$ cat src/rtl/mac_accumulator_if.sv
// Valid/ready bundle for mac_accumulator: product beats in, group results out.
// The slave modport is the accumulator; the master modport is whoever drives it.
interface mac_accumulator_if #(
  parameter int unsigned N     = 4,
  parameter int unsigned COUNT = 4
);
  localparam int unsigned AccW = 2 * N + $clog2(COUNT);
  localparam int unsigned CntW = $clog2(COUNT + 1);

  logic            i_valid;
  logic            o_ready;
  logic [2*N-1:0]  i_p;
  logic            i_last;
  logic            i_flush;
  logic            o_valid;
  logic            i_ready;
  logic [AccW-1:0] o_sum;
  logic [CntW-1:0] o_count;

  modport slave (
    input  i_valid, i_p, i_last, i_flush, i_ready,
    output o_ready, o_valid, o_sum, o_count
  );

  modport master (
    output i_valid, i_p, i_last, i_flush, i_ready,
    input  o_ready, o_valid, o_sum, o_count
  );
endinterface

$ cat src/rtl/mac_accumulator.sv
// Sums groups of up to COUNT unsigned products and presents each group sum
// on a valid/ready result port; one bubble cycle separates groups.
module mac_accumulator #(
  parameter int unsigned N     = 4,
  parameter int unsigned COUNT = 4
) (
  input logic          i_clk,
  input logic          i_reset_n,
  mac_accumulator_if.slave bus
);
  localparam int unsigned AccW = 2 * N + $clog2(COUNT);
  localparam int unsigned CntW = $clog2(COUNT + 1);

  typedef enum logic [0:0] {StAccum, StHold} state_e;

  state_e          state_q, state_d;
  logic [AccW-1:0] acc_q, acc_d;
  logic [CntW-1:0] cnt_q, cnt_d;
  logic [AccW-1:0] sum_q, sum_d;
  logic [CntW-1:0] count_q, count_d;

  logic [AccW-1:0] acc_plus_p;
  logic            closes;

  assign acc_plus_p = acc_q + AccW'(bus.i_p);
  // A beat closes the group on i_last or when it would be the COUNT-th beat.
  assign closes     = bus.i_last || (cnt_q == CntW'(COUNT - 1));

  always_ff @(posedge i_clk or negedge i_reset_n) begin
    if (!i_reset_n) begin
      state_q <= StAccum;
      acc_q   <= '0;
      cnt_q   <= '0;
      sum_q   <= '0;
      count_q <= '0;
    end else begin
      state_q <= state_d;
      acc_q   <= acc_d;
      cnt_q   <= cnt_d;
      sum_q   <= sum_d;
      count_q <= count_d;
    end
  end

  always_comb begin
    state_d = state_q;
    acc_d   = acc_q;
    cnt_d   = cnt_q;
    sum_d   = sum_q;
    count_d = count_q;
    case (state_q)
      StAccum: begin
        // Flush takes priority over a beat presented in the same cycle.
        if (bus.i_flush) begin
          acc_d = '0;
          cnt_d = '0;
        end else if (bus.i_valid) begin
          if (closes) begin
            sum_d   = acc_plus_p;
            count_d = cnt_q + CntW'(1);
            acc_d   = '0;
            cnt_d   = '0;
            state_d = StHold;
          end else begin
            acc_d = acc_plus_p;
            cnt_d = cnt_q + CntW'(1);
          end
        end
      end
      StHold: begin
        if (bus.i_ready) begin
          state_d = StAccum;
        end
      end
      default: state_d = StAccum;
    endcase
  end

  // Handshake outputs depend on state only, never combinationally on inputs.
  assign bus.o_ready = (state_q == StAccum);
  assign bus.o_valid = (state_q == StHold);
  assign bus.o_sum   = sum_q;
  assign bus.o_count = count_q;
endmodule
$ cat src/flat_wrapper.sv
// flat-port wrapper written by rule: the top's interface ports become plain ports
module mac_accumulator_flat 
#(
  parameter int unsigned N     = 4,
  parameter int unsigned COUNT = 4
)
  (i_clk, i_reset_n, bus_i_valid, bus_i_p, bus_i_last, bus_i_flush, bus_i_ready, bus_o_ready, bus_o_valid, bus_o_sum, bus_o_count);
  mac_accumulator_if #(.N(N), .COUNT(COUNT)) bus_i ();
  input logic i_clk;
  input logic i_reset_n;
  input wire logic [$bits(bus_i.i_valid)-1:0] bus_i_valid;
  input wire logic [$bits(bus_i.i_p)-1:0] bus_i_p;
  input wire logic [$bits(bus_i.i_last)-1:0] bus_i_last;
  input wire logic [$bits(bus_i.i_flush)-1:0] bus_i_flush;
  input wire logic [$bits(bus_i.i_ready)-1:0] bus_i_ready;
  output wire logic [$bits(bus_i.o_ready)-1:0] bus_o_ready;
  output wire logic [$bits(bus_i.o_valid)-1:0] bus_o_valid;
  output wire logic [$bits(bus_i.o_sum)-1:0] bus_o_sum;
  output wire logic [$bits(bus_i.o_count)-1:0] bus_o_count;
  assign bus_i.i_valid = bus_i_valid;
  assign bus_i.i_p = bus_i_p;
  assign bus_i.i_last = bus_i_last;
  assign bus_i.i_flush = bus_i_flush;
  assign bus_i.i_ready = bus_i_ready;
  assign bus_o_ready = bus_i.o_ready;
  assign bus_o_valid = bus_i.o_valid;
  assign bus_o_sum = bus_i.o_sum;
  assign bus_o_count = bus_i.o_count;
  mac_accumulator #(.N(N), .COUNT(COUNT)) u_core (.i_clk(i_clk), .i_reset_n(i_reset_n), .bus(bus_i));
endmodule
$ cat config.mk
export PLATFORM = sky130hd
export DESIGN_NAME = mac_accumulator_flat
export DESIGN_NICKNAME = d
export VERILOG_FILES = /design/src/rtl/mac_accumulator_if.sv /design/src/rtl/mac_accumulator.sv /design/src/flat_wrapper.sv
export SDC_FILE = /design/constraint.sdc
export NUM_CORES = 1
export LEC_CHECK = 0
export CORE_ASPECT_RATIO = 0.9
export CORE_MARGIN = 2
export CORE_UTILIZATION = 40
export CTS_CLUSTER_DIAMETER = 50
export DETAILED_ROUTE_END_ITERATION = 7
export DONT_BUFFER_PORTS = 1
export GPL_ROUTABILITY_DRIVEN = 0
export REMOVE_ABC_BUFFERS = 1
export SKIP_CTS_REPAIR_TIMING = 1
export SLEW_MARGIN = 20
export SYNTH_ARGS = -nofsm -noshare
export SYNTH_HDL_FRONTEND = slang
export SYNTH_SLANG_ARGS = --single-unit
$ cat constraint.sdc
create_clock -name i_clk -period 2.77 [get_ports i_clk]
set_clock_uncertainty 0.15 [all_clocks]
set_input_delay 0.4155 -clock i_clk [delete_from_list [all_inputs] [get_ports i_clk]]
set_output_delay 0.4155 -clock i_clk [all_outputs]
set_load 0.01 [all_outputs]
==> results by group <==
Clock tree
  – Root buf cell: clkbuf_8
  – CTS tree: done
  – Sink Count: 27
  – Cts bufs inserted: 3
  – Skew-Pair Late Insertion Delay: ~0.27 ns
  – Depth of the CTS H-tree: 1
  – Clock buffer depth: 2
  – Reg clk slew, reported paths: ~0.090 ns

Global route
  – Vias in the first global route: around 1200
  – First-pass GRT wire length: about 5.5 mm
  – GRT Total Usage: between 10% and 20%
  – Largest net degree at the start of global routing: 28
  – Antenna violations before repair: 0
  – Overflow after GRT: 0

Drt
  – First-pass DRT Iterations: 4
  – Vias: about 1100
  – DR WL/cell: between 15 and 20 um
  – Routed WL: ~3.3 mm
  – Drt drc: 0
  – DR vias/cell: 5.61
  – DRT iter0 DRCs: 68
  – Antenna viol nets, final: 0

Critical path
  – Crit path top cell by count: ha_1
  – CP Capture Type: flip-flop
  – Cell chain of the critical path: ha_1, ha_1, or2_2, or2_1, o31a_1, mux2i_1
  – Worst Setup Path Type: flip-flop to flip-flop
  – RR Endpoint: u_core.acc_q[8]
  – CP Data Arrival Time: around 2.2 ns
  – Worst-path maximum fanout: 7
  – FF-to-FF path depth: 6
  – Crit start category: flip-flop
  – Slowest-stage cell, CP: dfrtp_1
  – Worst EP required: between 2 and 3 ns
  – WP buf/inv: 0
  – Reg-to-reg setup timing slack: roughly 0.58 ns
  – Reg2Reg Launch Point: u_core.cnt_q[0]
  – Max incr delay on CP: 0.42 ns
  – Top delay family on crit path: simple AND/OR/NAND/NOR gates

Power and ir drop
  – Pwr Density: ~580 mW/mm^2
  – Maximum VDD drop: 0.359 mV
  – Power consumption: ~0.94 mW
  – P_leak: approximately 0.72 nW

Yosys
  – Sequential share of the synthesized area: 44.6%
  – Yosys cell types: 41
  – Synth top area share: about 45%
  – Commonest cells in the netlist: dfrtp_1 (27), nand2_1 (20), ha_1 (10)
  – Largest family of logic cells by synthesized area: compound AO/OA/AOI/OAI gates
  – Top-count cell post-synth: dfrtp_1
  – Synth Area in Compound Gates: 20.4%
  – Syn_area_per_cell: 9.77 sq um
  – Simple-gate share of the synthesized area: roughly 16%
  – Ranking of synthesized cells by area: dfrtp_1 (45%), ha_1 (8.3%), nand2_1 (5.0%), a22o_1 (2.9%), o21ai_1 (2.6%)
  – Synth Flop Type: dfrtp_1
  – Fraction of registers with async set/reset: between 90% and 100%
  – FF+latch count, synth: 27
  – Area of the mapped netlist: 0.00151 sq mm
  – Post-Synth Adder-Cell Area: under 10%
  – EDFF count, synth: 0
  – Cells after Synth: 155
  – Mux cell area share after synthesis: 2.89%
  – Yosys Warn Count: 0
  – Synth area leader: dfrtp_1
  – Post-synthesis xor/xnor area fraction: approximately 2.3%

Die
  – Width of the die: a little under 70 um
  – Core Area: about 0.0037 sq mm
  – Initial core utilization: 41.2%
  – DIE AREA: 0.00429 sq mm
  – Die Y: about 62 um
  – Rows: 21
  – Boundary pin count: 29

Job
  – Number of max-cap violations: 0

STA
  – Endpoints failing setup: 0
  – Final setup TNS: 0 ns
  – Slew Limit Fails: 0
  – Final Hold Vio Count: 0
  – Max_slew headroom: approximately 42%
  – Worst-Margin Slew: a little under 0.9 ns
  – Tcrit/Tclk final: between 70 and 80%
  – Fin crit period: 2.19 ns
  – RSZ-0062 raised after global routing: no
  – Achievable clock frequency: ~0.46 GHz

Finish
  – Syn-to-layout area delta: 7.44%
  – N_diodes: 0
  – Fillers: ~350
  – Layout Nets: 182
  – Share of cells above drive strength 1: under 10%

Worst hold path
  – WHS Endpoint: u_core.bus.o_valid
  – Hold crit path type: input pin to flip-flop
  – Hold Crit Start: bus_i_ready
  – Hold path cells: 1

Run status
  – Outcome: finished clean

Placement
  – Post-DP HPWL: between 2 and 2.5 mm
  – PortBufs: 0
report_power, final:
group,total (mW),internal [mW],switching (mW)
clock,0.226,0.103,0.122
sequential,0.520,0.456,0.0645
combinational,0.199,0.0831,0.116
total,0.945,0.642,0.303
cells by family (layout without fill, tap and decap cells):
| kind of cell | after synthesis | after routing |
|---|---|---|
| buffers and inverters | 13 | 14 |
| flip-flops | 27 | 27 |
| multiplexers | 4 | 4 |
| XOR/XNOR | 4 | 4 |
| AO/OA/AOI/OAI | 46 | 46 |
| adder cells (fa/ha/maj) | 11 | 11 |
| AND/OR/NAND/NOR | 50 | 50 |
state kept, by name (all words and copies together), names as in the netlist:
register / flops
u_core.acc_q: 10
u_core.bus.o_count: 3
u_core.bus.o_sum: 10
u_core.bus.o_valid: 1
u_core.cnt_q: 3
placed cells by master (no fill, tap or decap), drive strengths merged, types with 2 or more instances in the layout:
cell     instances
o21ai           12
o2111ai          2
o21a             2
nand2           20
buf              3
a22o             5
xnor2            2
or3              3
dfrtp           27
nand3            4
o31a             2
nor4             2
or2              2
a21oi            7
nand2b           2
a211oi           3
o211ai           4
nor2             9
ha              10
clkbuf           4
o22ai            3
xor2             2
a21o             2
mux2             3
nand4            2
nor3             2
inv              6
through the flow:
step | hold slack, ns | utilization [%] | setup WS, ns | cell area [sq um] | cells
floorplan | -0.0301 | - | 0.703 | 1480 | 148
global placement | -0.0289 | 42.2 | 0.609 | 1550 | 196
detailed placement | -0.0291 | 42.2 | 0.595 | 1550 | 196
CTS | -0.334 | 43.4 | 0.581 | 1600 | 200
global route | 0.0518 | 44.2 | 0.311 | 1630 | 202
finish | 0.0660 | 44.2 | 0.580 | 1630 | 202
worst max-delay path by stage:
stage | cells past startpoint | end | slack (ns) | from
floorplan | 6 | u_core.acc_q[7] | 0.70 | u_core.cnt_q[0]
global placement | 6 | u_core.acc_q[7] | 0.61 | u_core.cnt_q[0]
detailed placement | 7 | u_core.bus.o_sum[8] | 0.60 | bus_i_p[0]
CTS | 6 | u_core.acc_q[8] | 0.58 | u_core.cnt_q[0]
global route | 7 | u_core.bus.o_sum[8] | 0.31 | u_core.acc_q[0]
finish | 6 | u_core.acc_q[8] | 0.58 | u_core.cnt_q[0]
metal layers:
layer | vias to the layer above | GRT usage [%] | routed length [um]
li1 | 577 | - | -
met1 | 529 | 23.5 | 1510
met2 | 24 | 25.7 | 1520
met3 | 4 | 5.80 | 239
met4 | 0 | 3.92 | 48
met5 | - | 0 | 0
worst register-to-register path, cell delays in order, from the launching register on:
cell,delay [ns]
dfrtp_1,0.42
ha_1,0.21
ha_1,0.19
or2_2,0.35
or2_1,0.34
o31a_1,0.33
mux2i_1,0.13
cell type report:
cell class | instances | area, sq um | area share [%]
Timing Repair Buffer | 4 | 45.0 | 2.77
Sequential cell | 27 | 676 | 41.5
Multi-Input combinational cell | 115 | 781 | 48.0
Tap cell | 46 | 57.6 | 3.54
Clock buffer | 4 | 45.0 | 2.77
Inverter | 6 | 22.5 | 1.38
(Power assumes the default switching activity.)
